File: config.mk
export PLATFORM = sky130hd
export DESIGN_NAME = fft_sample_packer
export DESIGN_NICKNAME = d
export VERILOG_FILES = /design/src/rtl/fft_pkg.sv /design/src/rtl/fft_sample_widen.sv /design/src/rtl/fft_sample_packer.sv
export SDC_FILE = /design/constraint.sdc
export NUM_CORES = 1
export LEC_CHECK = 0
export ABC_CLOCK_PERIOD_IN_PS = 2100
export CAP_MARGIN = 30
export CORE_MARGIN = 2
export CORE_UTILIZATION = 42
export CTS_CLUSTER_SIZE = 8
export DETAILED_ROUTE_END_ITERATION = 8
export GPL_TIMING_DRIVEN = 0
export HOLD_SLACK_MARGIN = 0.03
export PLACE_DENSITY = 0.9
export SLEW_MARGIN = 20
export SYNTH_ARGS = -nofsm -noshare
export SYNTH_HDL_FRONTEND = slang
export SYNTH_SLANG_ARGS = --single-unit
File: constraint.sdc
create_clock -name clk -period 2.1 [get_ports clk]
set_clock_uncertainty 0.05 [all_clocks]
set_input_delay 0.42 -clock clk [delete_from_list [all_inputs] [get_ports clk]]
set_output_delay 0.42 -clock clk [all_outputs]
set_load 0.05 [all_outputs]
File: src/rtl/fft_pkg.sv
// Shared definitions for the FFT datapath: default number format, frame
// geometry, packer state encoding and a format-legality helper.
package fft_pkg;

   localparam int unsigned DEF_BIT_WIDTH  = 32;
   localparam int unsigned DEF_DECIMAL_PT = 16;
   localparam int unsigned DEF_N_SAMPLES  = 8;

   // FILL: collecting samples into slots; FULL: frame presented to the FFT
   typedef enum logic [0:0] {
      FILL = 1'b0,
      FULL = 1'b1
   } pack_state_e;

   // One frame at the default geometry; word k is sample k.
   typedef logic [DEF_N_SAMPLES-1:0][DEF_BIT_WIDTH-1:0] frame_t;

   // A narrow format can be widened losslessly when no fraction bits are lost
   // and the wide integer part is at least as large as the narrow one.
   function automatic bit legal_format(input int unsigned in_width,
                                       input int unsigned in_frac,
                                       input int unsigned bit_width,
                                       input int unsigned decimal_pt);
      return (decimal_pt >= in_frac) && (decimal_pt + in_width <= bit_width + in_frac);
   endfunction

endpackage

File: src/rtl/fft_sample_widen.sv
// Combinational fixed-point widener: sign-extend the narrow sample, then
// realign its binary point by shifting left.
module fft_sample_widen
   import fft_pkg::*;
#(
   parameter int unsigned IN_WIDTH   = 16,
   parameter int unsigned IN_FRAC    = 15,
   parameter int unsigned BIT_WIDTH  = DEF_BIT_WIDTH,
   parameter int unsigned DECIMAL_PT = DEF_DECIMAL_PT
) (
   input  logic [IN_WIDTH-1:0]  narrow,
   output logic [BIT_WIDTH-1:0] wide
);

   if (!legal_format(IN_WIDTH, IN_FRAC, BIT_WIDTH, DECIMAL_PT)) begin : g_illegal_format
      $error("fft_sample_widen: format cannot be widened without overflow or rounding");
   end

   localparam int unsigned SHIFT = DECIMAL_PT - IN_FRAC;

   logic signed [IN_WIDTH-1:0]  narrow_s;
   logic signed [BIT_WIDTH-1:0] extended;

   // Sign-extend via a signed size cast, then move the binary point.
   always_comb begin
      narrow_s = narrow;
      extended = BIT_WIDTH'(narrow_s);
      wide     = extended << SHIFT;
   end

endmodule

File: src/rtl/fft_sample_packer.sv
// Deserializing front-end for the FFT: widens incoming samples and packs
// N_SAMPLES of them into one frame presented on a val/rdy stream.
module fft_sample_packer
   import fft_pkg::*;
#(
   parameter int unsigned IN_WIDTH   = 16,
   parameter int unsigned IN_FRAC    = 15,
   parameter int unsigned BIT_WIDTH  = DEF_BIT_WIDTH,
   parameter int unsigned DECIMAL_PT = DEF_DECIMAL_PT,
   parameter int unsigned N_SAMPLES  = DEF_N_SAMPLES
) (
   input  logic                             clk,
   input  logic                             reset,
   input  logic [IN_WIDTH-1:0]              recv_msg,
   input  logic                             recv_val,
   output logic                             recv_rdy,
   output logic [BIT_WIDTH*N_SAMPLES-1:0]   send_msg,
   output logic                             send_val,
   input  logic                             send_rdy,
   output logic [$clog2(N_SAMPLES+1)-1:0]   fill_level
);

   localparam int unsigned CW = $clog2(N_SAMPLES + 1);
   localparam int unsigned IW = $clog2(N_SAMPLES);

   if ((N_SAMPLES < 2) || ((N_SAMPLES & (N_SAMPLES - 1)) != 0)) begin : g_bad_n_samples
      $error("fft_sample_packer: N_SAMPLES must be a power of two and at least 2");
   end

   pack_state_e                          state_q;
   logic [CW-1:0]                        count_q;
   logic [N_SAMPLES-1:0][BIT_WIDTH-1:0] slot_q;

   logic [BIT_WIDTH-1:0] widened;
   logic                 in_fill;
   logic                 accept;
   logic [IW-1:0]        wr_idx;

   fft_sample_widen #(
      .IN_WIDTH   (IN_WIDTH),
      .IN_FRAC    (IN_FRAC),
      .BIT_WIDTH  (BIT_WIDTH),
      .DECIMAL_PT (DECIMAL_PT)
   ) u_widen (
      .narrow (recv_msg),
      .wide   (widened)
   );

   // Handshake outputs come straight from state; reset masks them because it is synchronous.
   always_comb begin
      in_fill    = (state_q == FILL);
      recv_rdy   = reset && (in_fill || send_rdy);
      send_val   = reset && !in_fill;
      fill_level = reset ? count_q : '0;
      send_msg   = slot_q;
      accept     = recv_val && recv_rdy;
      // A sample accepted while draining a full frame starts the next frame.
      wr_idx     = in_fill ? count_q[IW-1:0] : '0;
   end

   // Frame control: fill count and FILL/FULL state.
   always_ff @(posedge clk) begin
      if (!reset) begin
         state_q <= FILL;
         count_q <= '0;
      end else begin
         unique case (state_q)
            FILL: begin
               if (accept) begin
                  count_q <= count_q + CW'(1);
                  if (count_q == CW'(N_SAMPLES - 1)) begin
                     state_q <= FULL;
                  end
               end
            end
            FULL: begin
               if (send_rdy) begin
                  state_q <= FILL;
                  count_q <= recv_val ? CW'(1) : '0;
               end
            end
            default: begin
               state_q <= FILL;
               count_q <= '0;
            end
         endcase
      end
   end

   // Slot storage: each accepted sample lands in the next slot of the frame.
   always_ff @(posedge clk) begin
      if (!reset) begin
         slot_q <= '0;
      end else if (accept) begin
         slot_q[wr_idx] <= widened;
      end
   end

   // A presented frame must stay put until the FFT takes it.
   a_frame_held : assert property (@(posedge clk) disable iff (!reset)
      (send_val && !send_rdy) |=> (send_val && $stable(send_msg)));

endmodule

After elaboration in Yosys (flattened, before gate mapping)
Cells that the tools add are included.
{ "word_totals": {"out_inout_bits": 262, "reg_bits": 261, "wordCells": 36} }
{ "classes": {"reduce_logical": 6, "n_addsub": 1, "n_eq_ne": 3, "magnitude_cmp": 2, "muxes": 13, "bitwise_logic": 1} }
{ "op_table": {"columns": ["op", "n"], "rows": [
  ["$bwmux W256", 1],
  ["$demux W32 S3", 1],
  ["$mux W32", 1],
  ["$mux W4", 3],
  ["$pmux W4 S2", 1],
  ["$add A4 B1 Y4 const B", 1],
  ["$eq A4 B3 Y1 const B", 1],
  ["$logic_and A1 B1 Y1", 4],
  ["$lt A3 B4 Y1 const B", 1],
  ["$mux W1", 4],
  ["$ge A3 B1 Y1 const B", 1],
  ["$mux W3", 1],
  ["$ne A2 B1 Y1 const B", 1],
  ["$ne A2 B2 Y1 const B", 1],
  ["$pmux W1 S2", 1],
  ["$reduce_and A2 Y1", 1],
  ["$logic_or A1 B1 Y1", 1],
  ["$not A1 Y1", 1]
]} }

Logic depth before layout (Yosys ltp)
{ "logic_depth": {"depth_word": 6, "depth_mapped": 6, "ltp_nobuf": 4} }

Modules after synthesis
From an unflattened synthesis, not the netlist that was laid out.
{ "hier_totals": {"cells_unflattened": 1193, "hier_area_um2": 9970.8} }
{ "modules_own_cells": {"columns": ["mod", "seq_area_each_um2", "cells_per_inst", "area_each_um2", "n_inst"], "rows": [
  ["fft_sample_packer", 5225.0, 1160, 9726.8, 1],
  ["fft_sample_widen", 0.0, 33, 244.0, 1]
]} }

Least setup slack after synthesis
Ideal clock, no wire load.
{ "synth_path": {"kind": "register to register", "startpoint": "register count_q[1]", "endpoint": "register slot_q (netlist bit send_msg[10])", "period_less_slack_ns": 1.764, "arrival_time_ns": 1.643, "path_stages_with_launch": 6, "n_path_buf": 2, "setup_slack_ns": 0.336, "t_required_ns": 1.978, "cell_sequence": "dfxtp_1 buf_6 or3_4 a221oi_4 buf_8 mux2i_1"} }
{ "synth_between": {"elab_chain_len": 6, "elab_cells_between_ends": 7, "classes_between": "order compare (2); mux (4); reduce/logical (1)"} }
{ "synth_rtl": {"columns": ["item", "line_no", "rtl"], "rows": [
  ["from (decl)", "fft_sample_packer.sv:31", "logic [CW-1:0] count_q;"],
  ["from (signal assigned)", "fft_sample_packer.sv:70", "count_q <= count_q + CW'(1);"],
  ["from (signal assigned)", "fft_sample_packer.sv:79", "count_q <= recv_val ? CW'(1) : '0;"],
  ["$mux W3 (*)", "fft_sample_packer.sv:58", "wr_idx = in_fill ? count_q[IW-1:0] : '0;"],
  ["$lt A3 B4 Y1 (not written as such) or $ge A3 B1 Y1 (tied branches)", "fft_sample_packer.sv:95", "slot_q[wr_idx] <= widened;"],
  ["$logic_and A1 B1 Y1 (not written as such)", "fft_sample_packer.sv:95", null],
  ["$mux W32 (not written as such)", "fft_sample_packer.sv:95", null],
  ["$demux W32 S3 (*)", "fft_sample_packer.sv:95", null],
  ["$bwmux W256 (*)", "fft_sample_packer.sv:95", null],
  ["to (signal, indexed assignment)", "fft_sample_packer.sv:95", null],
  ["to (decl)", "fft_sample_packer.sv:32", "logic [N_SAMPLES-1:0][BIT_WIDTH-1:0] slot_q;"]
]} }
Every way passes the cells marked *; elsewhere a longest branch is shown, timed or not.
A chain may end at the register's enable or synchronous reset.

Worst setup path in the final report
{ "layout_path": {"startpoint": "register slot_q (netlist bit send_msg[226])", "endpoint": "output send_msg[226]"} }
{ "layout_rtl": {"columns": ["item", "line_no", "rtl"], "rows": [
  ["to (decl)", "fft_sample_packer.sv:17", "output logic [BIT_WIDTH*N_SAMPLES-1:0] send_msg,"]
]} }
No word-level cell between the ends.

==> impl_metrics.toml <==
[outcome]
status = "complete, no violations"

[clock_tree]
h-tree-depth = 4
holdBufCountCts = 0
cts_root_buf = "clkbuf_16"
numCtsBuffers = 17
clk_latency_ns = 0.41
cts.sinks = 133
post_cts_buffers = 0
clk_pin_slew_ns = 0.06
cts_tree = "built"
clockBufferDepth = 2

[critical_path]
crit_path_max_incr_delay_ns = 0.85
crit_cells = 1
critPathMaxFanout = 2
end_kind = "output pin"
crit_chain = "clkdlybuf4s50_1"
r2r_cells = 5
path_buf_inv = 1
cpMaxStageDelayCell = "clkdlybuf4s50_1"
arrival_ns = 1.62
critPathRequiredTime_ns = 1.63
critPathTopFamily = "buffers and inverters"
worstSetupStartpointType = "flop"
critical_path_class = "reg -> out"

[synth]
synth_edf_count = 0
yosys_most_used_dff = "dfxtp_1"
synth_top_family_by_area = "buffers and inverters"
synth_common_cells = "133 x dfxtp_1, 131 x buf_4, 130 x nand2_1"
seq_area_frac_synth_pct = 43.8
synthAdderAreaFrac_pct = 0.206
synth_seq_cells = 133
synth.cell_area_sq_um = 6080
synth_top_cells_by_area = "dfxtp_1 44%, mux2i_1 18%, buf_4 16%"
synth_compound_area_share_pct = 4.75
asyncSetResetFlopFracSynth_pct = 0
synth.area.mux_share_pct = 18.4
yosys.area.top_type = "dfxtp_1"
synthesis.instances = 635
syn_area_per_cell_sq_um = 9.58
yosysWarnings = 0
yosys.area_share.simple_pct = 13.3
synthDistinctLibCells = 34
yosysMostFrequentCell = "dfxtp_1"
synth_top_area_share_pct = 43.8
synth_xor_area_share_pct = 0

[die]
initial_core_util_pct = 43.5
io_pins = 282
fp.dieW_um = 124
dieArea_sq_um = 15500
die_y_um = 124
num_rows = 43
fp.coreArea_sq_um = 14000

[grt]
overflow = 0
track_usage_pct = 23.3
antenna_found_initial = 0
grt_pass1_wl_um = 28600
grt_max_degree = 18
first_global_vias = 5109

[timing]
hold_violations = 0
min_period_over_period_pct = 99.4
fmax_ghz = 0.479
slew_violations = 0
grt_setup_unrepaired = "false"
finalSetupViolCount = 0
fin_crit_ns = 2.09
maxSlewHeadroom_pct = 56.7
worst_pin_slew_ns = 0.649

[final_layout]
seqCellArea_sq_um = 2670
layoutNonFillerInstCount = 1126
drive_gt1_share_pct = 27.7
fillers = 1134
stdcell_area_sq_um = 9520
syn2layout_area_growth_pct = 56.6
antenna_cells = 0
finalNetCount = 954
multi_input_area_sq_um = 2310

[placed_design]
dpl-instance-area_sq_um = 9060
dp.cells = 1095
hpwl_um = 13800
routabilityCongestion = 0.814
io_buffers = 273

[min_path]
hp-class = "reg -> reg"
whs_path_depth = 2

[drt]
wirelength_um = 18500
vias = 5275
vias_per_cell = 4.68
drc_errors = 0
drtIter0Drc = 246
dr.pass1.iters = 4
wl_per_cell_um = 16.4
antenna_left = 0

[run]
max_cap_violations = 0

[power_and_ir_drop]
ir_drop_mv = 0.492
p_total_mw = 6.56
leakage_nw = 4.93
power_density_nw_per_um2 = 689
==> cells by family (layout without fill, tap and decap cells) <==
kind of cell    after synthesis  in the layout
flops                       133            133
compound gates               43             43
buf+inv                     168            472
simple gates                177            177
mux                         112            112
other cells                   1              8
fa+ha+maj                     1              1
==> layer usage <==
metal	vias to the layer above	track usage [%]	part of all wire (%)
met3	30	7.73	8.0
li1	2572	-	-
met1	2453	27.2	40
met2	220	40.6	50
met4	0	7.14	1.9
met5	-	0	0
==> area by class of cell <==
class,count,share of cell area (%)
clock buffers,20,4.80
well taps,180,2.37
repair buffers,273,25.8
inverters,2,0.0788
plain buffers,165,12.5
multi-input cells,341,24.2
clock inverters,12,2.10
flip-flops and latches,133,28.1
==> worst paths after layout <==
check / start / to / slack, ns
max: send_msg[226]$_SDFFE_PN0P_ / send_msg[226] / 0.01
min: send_msg[14]$_SDFFE_PN0P_ / send_msg[14]$_SDFFE_PN0P_ / 0.41
max reg2reg: count_q[1]$_SDFFE_PN0P_ / send_msg[1]$_SDFFE_PN0P_ / 0.10
min reg2reg: send_msg[14]$_SDFFE_PN0P_ / send_msg[14]$_SDFFE_PN0P_ / 0.41
==> report_power, final <==
part	switching, mW	internal, mW
combinational	0.472	0.229
sequential	0.0266	2.56
clock	1.11	2.17
total	1.61	4.96
==> through the flow <==
step / TNS (ns) / util, % / setup WS (ns) / hold slack (ns)
2_1_floorplan: 0 / - / 0.336 / 0.472
3_3_place_gp: -37.45 / 64.8 / -0.745 / 0.393
3_5_place_dp: -41.53 / 64.8 / -0.773 / 0.397
4_1_cts: -0.0264 / 68.6 / -0.0183 / 0.409
5_1_grt: 0 / 68.1 / 0.000226 / 0.420
6_report: 0 / 68.1 / 0.0136 / 0.408
==> registers in the layout, summed over array words and instances (netlist names) <==
signal	cells
count_q	4
state_q	1
send_msg	128
==> layout by cell type, fill, tap and decap left out, types with 5 or more instances in the layout <==
master           netlist  final
dfxtp_2                0      9
bufinv_16              0      5
clkbuf_1              16     11
clkdlybuf4s15_1        0     60
clkbuf_2               0     56
conb_1                 1      8
dlygate4sd2_1          0     18
nand3_1               18     18
dlymetal6s2s_1         0     13
dfxtp_1              133    124
a21boi_0              18     18
clkbuf_16              0     17
o21ai_0               20     20
mux2i_1              112    112
buf_2                 13     15
clkdlybuf4s50_1        0    125
and2_1                 8      8
nand2_1              130    130
buf_4                131    134
==> worst reg2reg max path: stages, from the launching register on <==
cell,delay [ns]
dfxtp_1,0.32
buf_6,0.14
or3_4,0.40
a221oi_4,0.54
buf_8,0.24
mux2i_1,0.23
==> what timing repair did <==
action | 4_1_cts | 5_1_grt
setup endpoints to repair | 166 | 174
gates resized for setup | 202 | 162
pin swaps | 0 | 0
(Power assumes the default switching activity.)
